==> src/rtl/lsu_pkg.sv <==
// lsu_pkg: shared definitions for the MEM-stage load/store unit.
//   lsu_state_e  - handshake FSM states (IDLE, WAIT, DONE)
//   F3_*         - func3 access size/sign encodings
//   is_aligned() - natural-alignment check for a func3 and byte offset
package lsu_pkg;

  typedef enum logic [1:0] {
    IDLE = 2'd0,
    WAIT = 2'd1,
    DONE = 2'd2
  } lsu_state_e;

  localparam logic [2:0] F3_B  = 3'b000;
  localparam logic [2:0] F3_H  = 3'b001;
  localparam logic [2:0] F3_W  = 3'b010;
  localparam logic [2:0] F3_BU = 3'b100;
  localparam logic [2:0] F3_HU = 3'b101;

  // Byte accesses are always aligned; halfwords need an even offset and
  // words need offset zero. Unknown encodings are rejected elsewhere.
  function automatic logic is_aligned(input logic [2:0] func3, input logic [1:0] off);
    case (func3)
      F3_H, F3_HU: is_aligned = ~off[0];
      F3_W:        is_aligned = (off == 2'b00);
      default:     is_aligned = 1'b1;
    endcase
  endfunction

endpackage

==> src/rtl/lsu_lane_align.sv <==
// lsu_lane_align: combinational byte-lane steering for the load/store unit.
// Ports:
//   st_func3, st_off, st_data -> st_be, st_wdata : store byte enables and
//                                lane-replicated store data
//   ld_func3, ld_off, ld_word -> ld_data         : load lane extract with
//                                sign/zero extension
module lsu_lane_align
  import lsu_pkg::*;
(
  input  logic [2:0]  st_func3,
  input  logic [1:0]  st_off,
  input  logic [31:0] st_data,
  output logic [3:0]  st_be,
  output logic [31:0] st_wdata,
  input  logic [2:0]  ld_func3,
  input  logic [1:0]  ld_off,
  input  logic [31:0] ld_word,
  output logic [31:0] ld_data
);

  logic [7:0]  ld_byte;
  logic [15:0] ld_half;

  // Stores replicate the datum across every lane it could land in, so the
  // memory only has to honour the byte enables.
  always_comb begin
    st_be    = 4'b0000;
    st_wdata = 32'h0;
    case (st_func3)
      F3_B: begin
        st_be    = 4'b0001 << st_off;
        st_wdata = {4{st_data[7:0]}};
      end
      F3_H: begin
        st_be    = st_off[1] ? 4'b1100 : 4'b0011;
        st_wdata = {2{st_data[15:0]}};
      end
      F3_W: begin
        st_be    = 4'b1111;
        st_wdata = st_data;
      end
      default: begin
        st_be    = 4'b0000;
        st_wdata = 32'h0;
      end
    endcase
  end

  // Loads pick the addressed lane out of the full word, then extend.
  always_comb begin
    ld_byte = 8'h0;
    case (ld_off)
      2'd0:    ld_byte = ld_word[7:0];
      2'd1:    ld_byte = ld_word[15:8];
      2'd2:    ld_byte = ld_word[23:16];
      default: ld_byte = ld_word[31:24];
    endcase
    ld_half = ld_off[1] ? ld_word[31:16] : ld_word[15:0];
    ld_data = ld_word;
    case (ld_func3)
      F3_B:    ld_data = {{24{ld_byte[7]}}, ld_byte};
      F3_BU:   ld_data = {24'h0, ld_byte};
      F3_H:    ld_data = {{16{ld_half[15]}}, ld_half};
      F3_HU:   ld_data = {16'h0, ld_half};
      default: ld_data = ld_word;
    endcase
  end

endmodule

==> src/rtl/load_store_unit.sv <==
// load_store_unit: MEM-stage load/store unit in front of a variable-latency,
// word-organised data memory.
// Ports:
//   clk, reset            - clock, synchronous active-low reset
//   mem_read, mem_write   - access request from EX/MEM
//   addr, wr_data, func3  - byte address, store data, access size/sign
//   stall                 - holds the front of the pipeline during an access
//   rd_data, rd_valid     - aligned/extended load result and its valid pulse
//   access_err            - pulse for misaligned/illegal/conflicting/timed-out access
//   dm_req, dm_we, dm_addr, dm_be, dm_wdata - memory request side
//   dm_ack, dm_rdata      - memory completion and read word
module load_store_unit
  import lsu_pkg::*;
#(
  parameter int DATA_W     = 32,
  parameter int DM_ADDRESS = 9,
  parameter int TIMEOUT    = 255
) (
  input  logic                  clk,
  input  logic                  reset,
  input  logic                  mem_read,
  input  logic                  mem_write,
  input  logic [DM_ADDRESS-1:0] addr,
  input  logic [DATA_W-1:0]     wr_data,
  input  logic [2:0]            func3,
  output logic                  stall,
  output logic [DATA_W-1:0]     rd_data,
  output logic                  rd_valid,
  output logic                  access_err,
  output logic                  dm_req,
  output logic                  dm_we,
  output logic [DM_ADDRESS-1:0] dm_addr,
  output logic [3:0]            dm_be,
  output logic [DATA_W-1:0]     dm_wdata,
  input  logic                  dm_ack,
  input  logic [DATA_W-1:0]     dm_rdata
);

  // Last WAIT cycle index before the access is abandoned.
  localparam logic [7:0] TO_LAST = 8'(TIMEOUT - 1);

  lsu_state_e  state;
  logic [7:0]  cnt;
  logic [2:0]  cap_func3;
  logic [1:0]  cap_off;

  logic        new_acc;
  logic        f3_ok;
  logic        start_ok;
  logic        start_bad;
  logic [3:0]  st_be;
  logic [31:0] st_wdata;
  logic [31:0] ld_data;

  lsu_lane_align u_lane_align (
    .st_func3 (func3),
    .st_off   (addr[1:0]),
    .st_data  (wr_data),
    .st_be    (st_be),
    .st_wdata (st_wdata),
    .ld_func3 (cap_func3),
    .ld_off   (cap_off),
    .ld_word  (dm_rdata),
    .ld_data  (ld_data)
  );

  // Unsigned variants only exist for loads; with exactly one of
  // mem_read/mem_write set, mem_read identifies a load.
  always_comb begin
    new_acc = mem_read ^ mem_write;
    f3_ok   = 1'b0;
    case (func3)
      F3_B, F3_H, F3_W: f3_ok = 1'b1;
      F3_BU, F3_HU:     f3_ok = mem_read;
      default:          f3_ok = 1'b0;
    endcase
    start_ok  = (state == IDLE) && new_acc && f3_ok && is_aligned(func3, addr[1:0]);
    start_bad = (state == IDLE) && (mem_read | mem_write) && !start_ok;
  end

  // Stall covers the detect cycle and every WAIT cycle; reset overrides it so
  // the pipeline is free to flush.
  assign stall  = reset && (start_ok || (state == WAIT));
  assign dm_req = (state == WAIT);

  // Handshake FSM with capture registers. Request fields are captured on
  // entry to WAIT and left untouched until the next access, which keeps them
  // stable for the whole handshake.
  always_ff @(posedge clk) begin
    if (!reset) begin
      state      <= IDLE;
      cnt        <= 8'd0;
      cap_func3  <= 3'b000;
      cap_off    <= 2'b00;
      dm_we      <= 1'b0;
      dm_addr    <= '0;
      dm_be      <= 4'b0000;
      dm_wdata   <= '0;
      rd_data    <= '0;
      rd_valid   <= 1'b0;
      access_err <= 1'b0;
    end else begin
      rd_valid   <= 1'b0;
      access_err <= 1'b0;
      case (state)
        IDLE: begin
          if (start_ok) begin
            cnt       <= 8'd0;
            cap_func3 <= func3;
            cap_off   <= addr[1:0];
            dm_we     <= mem_write;
            dm_addr   <= {addr[DM_ADDRESS-1:2], 2'b00};
            dm_be     <= mem_write ? st_be : 4'b1111;
            dm_wdata  <= mem_write ? st_wdata : '0;
            state     <= WAIT;
          end else if (start_bad) begin
            access_err <= 1'b1;
            rd_data    <= '0;
          end
        end
        WAIT: begin
          cnt <= cnt + 8'd1;
          if (dm_ack) begin
            if (!dm_we) begin
              rd_data  <= ld_data;
              rd_valid <= 1'b1;
            end
            state <= DONE;
          end else if (cnt == TO_LAST) begin
            access_err <= 1'b1;
            rd_data    <= '0;
            state      <= DONE;
          end
        end
        DONE: begin
          cnt   <= 8'd0;
          state <= IDLE;
        end
        default: begin
          cnt   <= 8'd0;
          state <= IDLE;
        end
      endcase
    end
  end

endmodule

==> config.mk <==
export PLATFORM = sky130hd
export DESIGN_NAME = load_store_unit
export DESIGN_NICKNAME = d
export VERILOG_FILES = /design/src/rtl/lsu_pkg.sv /design/src/rtl/lsu_lane_align.sv /design/src/rtl/load_store_unit.sv
export SDC_FILE = /design/constraint.sdc
export NUM_CORES = 1
export LEC_CHECK = 0
export ABC_AREA = 1
export CAP_MARGIN = 0
export CORE_MARGIN = 1.5
export CORE_UTILIZATION = 45
export CTS_BUF_LIST = sky130_fd_sc_hd__clkbuf_16
export CTS_CLUSTER_SIZE = 30
export DETAILED_ROUTE_END_ITERATION = 10
export HOLD_SLACK_MARGIN = 0.06
export PLACE_DENSITY = 0.77
export SLEW_MARGIN = 0
export SYNTH_ARGS = -nofsm -noshare
export SYNTH_HDL_FRONTEND = slang
export SYNTH_HIERARCHICAL = 1
export SYNTH_SLANG_ARGS = --single-unit
==> constraint.sdc <==
create_clock -name clk -period 4.2 [get_ports clk]
set_input_delay 0.84 -clock clk [delete_from_list [all_inputs] [get_ports clk]]
set_output_delay 0.84 -clock clk [all_outputs]
set_load 0.02 [all_outputs]
* Yosys cells after proc, flatten, opt, wreduce, memory -nomap -nowiden
Cells that the tools add are included.
Word-level totals: flip-flop bits (word level) 93, bits of input ports 81, output and inout port bits 82, logic and storage cells 81
Operators by class: $add $sub $neg 1, equal/unequal tests 16, shift operators 1, muxes and demuxes 28, bitwise gates (word level) 3, reductions and logical operators 21
Operators by type and width (count):
- $mux 32 | 6
- $pmux 32 s4 | 1
- $pmux 32 s3 | 1
- $pmux 32 s2 | 1
- $pmux 8 s3 | 1
- $mux 16 | 1
- $pmux 8 s2 | 1
- $eq 3x3->1 const B | 4
- $pmux 4 s3 | 1
- $add 8x1->8 const B | 1
- $eq 8x8->1 const B | 1
- $mux 4 | 2
- $mux 8 | 1
- $eq 3x1->1 const B | 2
- $logic_and 1x1->1 | 6
- $logic_not 2->1 | 3
- $logic_not 3->1 | 2
- $mux 2 | 3
- $ne 2x2->1 const B | 3
- $pmux 1 s2 | 3
- $mux 1 | 5
- $reduce_and 5->1 | 1
- $eq 2x1->1 const B | 2
- $pmux 2 s2 | 1
- other kinds (15) | 17

* Depth between registers and ports, before layout
depth after elaboration 10, gate-level depth with buffers 12, depth with buffers taken out 10

* By module
Netlist, hierarchy kept.
By module, submodules not included:
- load_store_unit | instances 1, cells an instance 624, area an instance 4242.8 µm², sequential area each 1861.8 µm²
- lsu_lane_align | instances 1, cells an instance 285, area an instance 1358.8 µm², sequential area each 0.0 µm²

* Worst setup path after synthesis
OpenSTA, ideal clock, no wires.
path kind input-to-output, start point in mem_write, end point out stall, data arrival time 2.578 ns, data required time 3.360 ns, slack 0.782 ns, cell stages on the path 9, buffers on the path 3, cells stage by stage clkbuf_1 inv_1 ha_1 inv_1 nor3_4 nand3_2 clkbuf_1 buf_2 a21oi_1
Between the ends: word-level cells in the longest chain between the ends 6
RTL lines:
- start, declared | line load_store_unit.sv:22 | input logic mem_write,
- $xor 1x1->1 | line load_store_unit.sv:70 | new_acc = mem_read ^ mem_write;
- $logic_and 1x1->1 (3 in a row) | line load_store_unit.sv:77 | start_ok = (state == IDLE) && new_acc && f3_ok && is_aligned(func3, addr[1:0]);
- $logic_or 1x1->1 | line load_store_unit.sv:83 | assign stall = reset && (start_ok || (state == WAIT));
- $logic_and 1x1->1 | line load_store_unit.sv:83
- end, declared | line load_store_unit.sv:26 | output logic stall,
No other way between the ends.

* Worst setup path after layout
Same ends and word-level chain as after synthesis.

==> summary.md <==
| Metric | Value |
|---|---|
| Outcome | finished, final reports clean |
| Rows | 40 |
| R2R Path Start | state[1] |
| DRT antenna net count | 0 |
| RSZ-0062 raised after global routing | false |
| Rel. slew slack | 37.90% |
| FFs w/ async S/R, synth | 0% |
| Final Hold Viols | 0 |
| Area delta synth->final | 34.31% |
| Post-route setup slack | 0.3721 ns |
| Drt initial violations | 560 |
| # DRC | 0 |
| Worst clock skew | 0.009639 ns |
| # IOs | 163 |
| Yosys top cell area share | 33.24% |
| Critical path arrival | 2.99 ns |
| FF+latch count, synth | 93 |
| Gate power share | 26.9% |
| Initial core utilization | 46.44% |
| Sink Count | 93 |
| Gpl congestion | 0.9448 |
| All-Layer GR Usage | 24.91% |
| Buffer count from post-CTS setup fixing | 0 |
| Crit path capture | stall |
| Post-CTS sizing | 0 |
| Ys flop type | dfxtp_1 |
| Core Box Area | 12,060 µm² |
| Switching power | 0.8118 mW |
| Vias | 6,021 |
| Nets | 1,121 |
| DPL Wire Length | 11.18 mm |
| Fin area | 7523 µm² |
| R2r setup slk | 1.92 ns |
| Pwr dens | 347.7 nW/µm² |
| Origin of the worst setup path | mem_write |
| CTS tree | built |
| Sw Share | 31.03% |
| Crit Path Class | in -> out |
| Clk pin slew, worst setup/hold paths | 0.06 ns |
| Drt wl/cell | 13.34 µm |
| Cells after Synth | 909 |
| Syn avg cell area | 6.162 µm² |
| Sequential share of the synthesized area | 33.24% |
| H-tree depth | 3 |
| Tmin final | 3.828 ns |
| Largest net degree at the start of global routing | 106 |
| Clk Latency, worst-skew pair | 0.35 ns |
| Initial antenna violation count | 0 |
| Area leader, netlist | dfxtp_1 |
| Critical-path cell list | clkdlybuf4s50_1 > inv_1 > ha_1 > inv_1 > nor3_4 > nand3_4 > a21oi_1 > clkdlybuf4s50_1 |
| Crit path largest cell delay | 0.68 ns |
| CP endpoint kind | output pin |
| FILL cells | 1,120 |
| Detailed Routing Iterations Pass 1 | 5 |
| Worst EP required | 3.36 ns |
| Die span in x | 114.6 µm |
| Area contributors post-synth | dfxtp_1, nand2_1, nor2_1, inv_1, a21oi_1 |
| Clock tree buffer depth | 2 |
| Proportion of power drawn by flip-flops and latches | 37.2% |
| Most frequent cells after synthesis | nand2_1, nor2_1, inv_1 |
| Fmax | 261.2 MHz |
| P_leak | 3.152 nW |
| Number of synthesized flops with an enable pin | 0 |
| Vias in the first global route | 5,326 |
| Die height | 114.6 µm |
| Count leader, synth | nand2_1 |
| Power Total | 2.616 mW |
| HP Class | reg -> reg |
| GRT overflow | 0 |
| Count of max-cap constraint violations | 0 |
| Clk pwr share | 35.9% |
| Terminus of the critical flop-to-flop path | rd_data[0] |
| CTS Buf Count | 9 |
| Startpoint Class | input port |
| Synth cell types | 34 |
| Final setup viols | 0 |
| Worst-margin pin slew | 0.9314 ns |
| First-pass GRT wire length | 25.98 mm |
| Final wirelength | 16.14 mm |
| Worst r2r path cells | 10 |
| Placed cell area | 7184 µm² |
| Max Transition Viols Final | 0 |
| Yosys warns | 6 |
| VDD IR-drop max | 190.6 µV |
| Mapped cell area | 5602 µm² |
| P_int | 1.804 mW |
| I/O Buffers | 160 |
| Layout cells sized above 1 | 5.662% |
| Die area | 13,130 µm² |
| Final period utilization | 91.14% |
| Vias/cell | 4.976 |
| # diodes | 0 |
| CTS Hold Bufs | 0 |
| Setup_tns | 0 ns |
| Slowest CP cell | clkdlybuf4s50_1 |
| Pre-CTS setup slack | 0.4196 ns |
| Crit-path max FO | 6 |
| CTS Root Cell | clkbuf_16 |
-- cells in the final DEF, fill, tap and decap left out --
master / instances
clkinv_1: 1
o22ai_1: 1
nand3_2: 12
nor2_4: 2
nor3_4: 1
nor3_1: 1
o21ai_0: 44
conb_1: 2
nor3_2: 1
ha_1: 3
buf_2: 1
bufinv_16: 3
nor2_2: 7
clkinvlp_4: 2
or2_4: 1
nand2_4: 3
clkinv_2: 1
clkbuf_16: 9
inv_1: 95
nand3_1: 50
o21ai_1: 1
inv_2: 2
nor2_1: 104
inv_4: 1
nand4_1: 11
or2_0: 30
dfxtp_1: 93
nand3_4: 2
o21bai_1: 1
nand2_1: 303
a31oi_1: 4
buf_4: 8
o211ai_1: 11
a21oi_1: 69
clkdlybuf4s50_1: 159
nand2_2: 3
-- metal layers --
| metal | track usage (%) | routed length, µm |
|---|---|---|
| met5 | 0 | 0 |
| met4 | 8.250 | 282 |
| met3 | 5.347 | 1327 |
| met2 | 38.60 | 7157 |
| met1 | 34.41 | 7368 |
-- worst max-delay path: cells and delay by family --
kind,cells,cell delay (ns)
AND/OR/NAND/NOR,2,0.39
AO/OA/AOI/OAI,1,0.16
buffers and inverters,4,1.32
adder cells (fa/ha/maj),1,0.27
-- worst min-delay path by stage --
| stage | startpoint | to | slack [ns] | cells after the start |
|---|---|---|---|---|
| after global placement | dm_addr[4] | dm_addr[4] | 0.43 | 2 |
| after CTS | dm_addr[2] | dm_addr[2] | 0.45 | 2 |
| after detailed placement | dm_addr[4] | dm_addr[4] | 0.44 | 2 |
| after global routing | dm_addr[4] | dm_addr[4] | 0.47 | 2 |
| final | dm_addr[2] | dm_addr[2] | 0.44 | 2 |
| after floorplan | cap_off[0] | cap_off[0] | 0.42 | 2 |
-- final cells by class --
type / instances / area (µm²) / area share [%]
Sequential cell: 93 / 1862 / 24.75
Timing Repair Buffer: 168 / 1657 / 22.02
Tap cell: 168 / 210.2 / 2.794
Clock buffer: 9 / 225.2 / 2.994
Clock inverter: 7 / 113.9 / 1.513
Inverter: 98 / 370.4 / 4.923
Multi-Input combinational cell: 667 / 3085 / 41.01
-- power groups by stage --
stage	logic (mW)	registers (mW)	clock network [mW]
global route	0.782	0.980	0.992
floorplan	0.399	1.05	0
finish	0.704	0.974	0.938
detailed placement	0.697	0.993	0
CTS	0.702	0.973	0.952
global placement	0.694	0.992	0
-- sequential cells by signal, indices dropped and copies added (netlist names) --
signal	flops
cnt	8
access_err	1
dm_wdata	32
dm_we	1
rd_data	32
cap_off	2
rd_valid	1
dm_addr	7
dm_be	4
state	2
cap_func3	3
-- cells by family (layout without fill, tap and decap cells) --
group	Yosys count	count (layout)	synth area share, %
and+or+nand+nor	531	531	41.79
DFF	93	93	33.24
buffers and inverters	150	282	11.88
other	1	2	0.06694
adders and majority gates	3	3	0.6702
AOI/OAI and AO/OA	131	131	12.35
-- per-stage QoR --
step	hold WS, ns	utilization, %	std cells
finish	0.4430	62.38	1210
global route	0.4691	62.38	1210
CTS	0.4466	62.38	1210
detailed placement	0.4380	59.56	1194
global placement	0.4312	59.56	1194
floorplan	0.4203	-	910
Power figures use the tool's default switching activity.
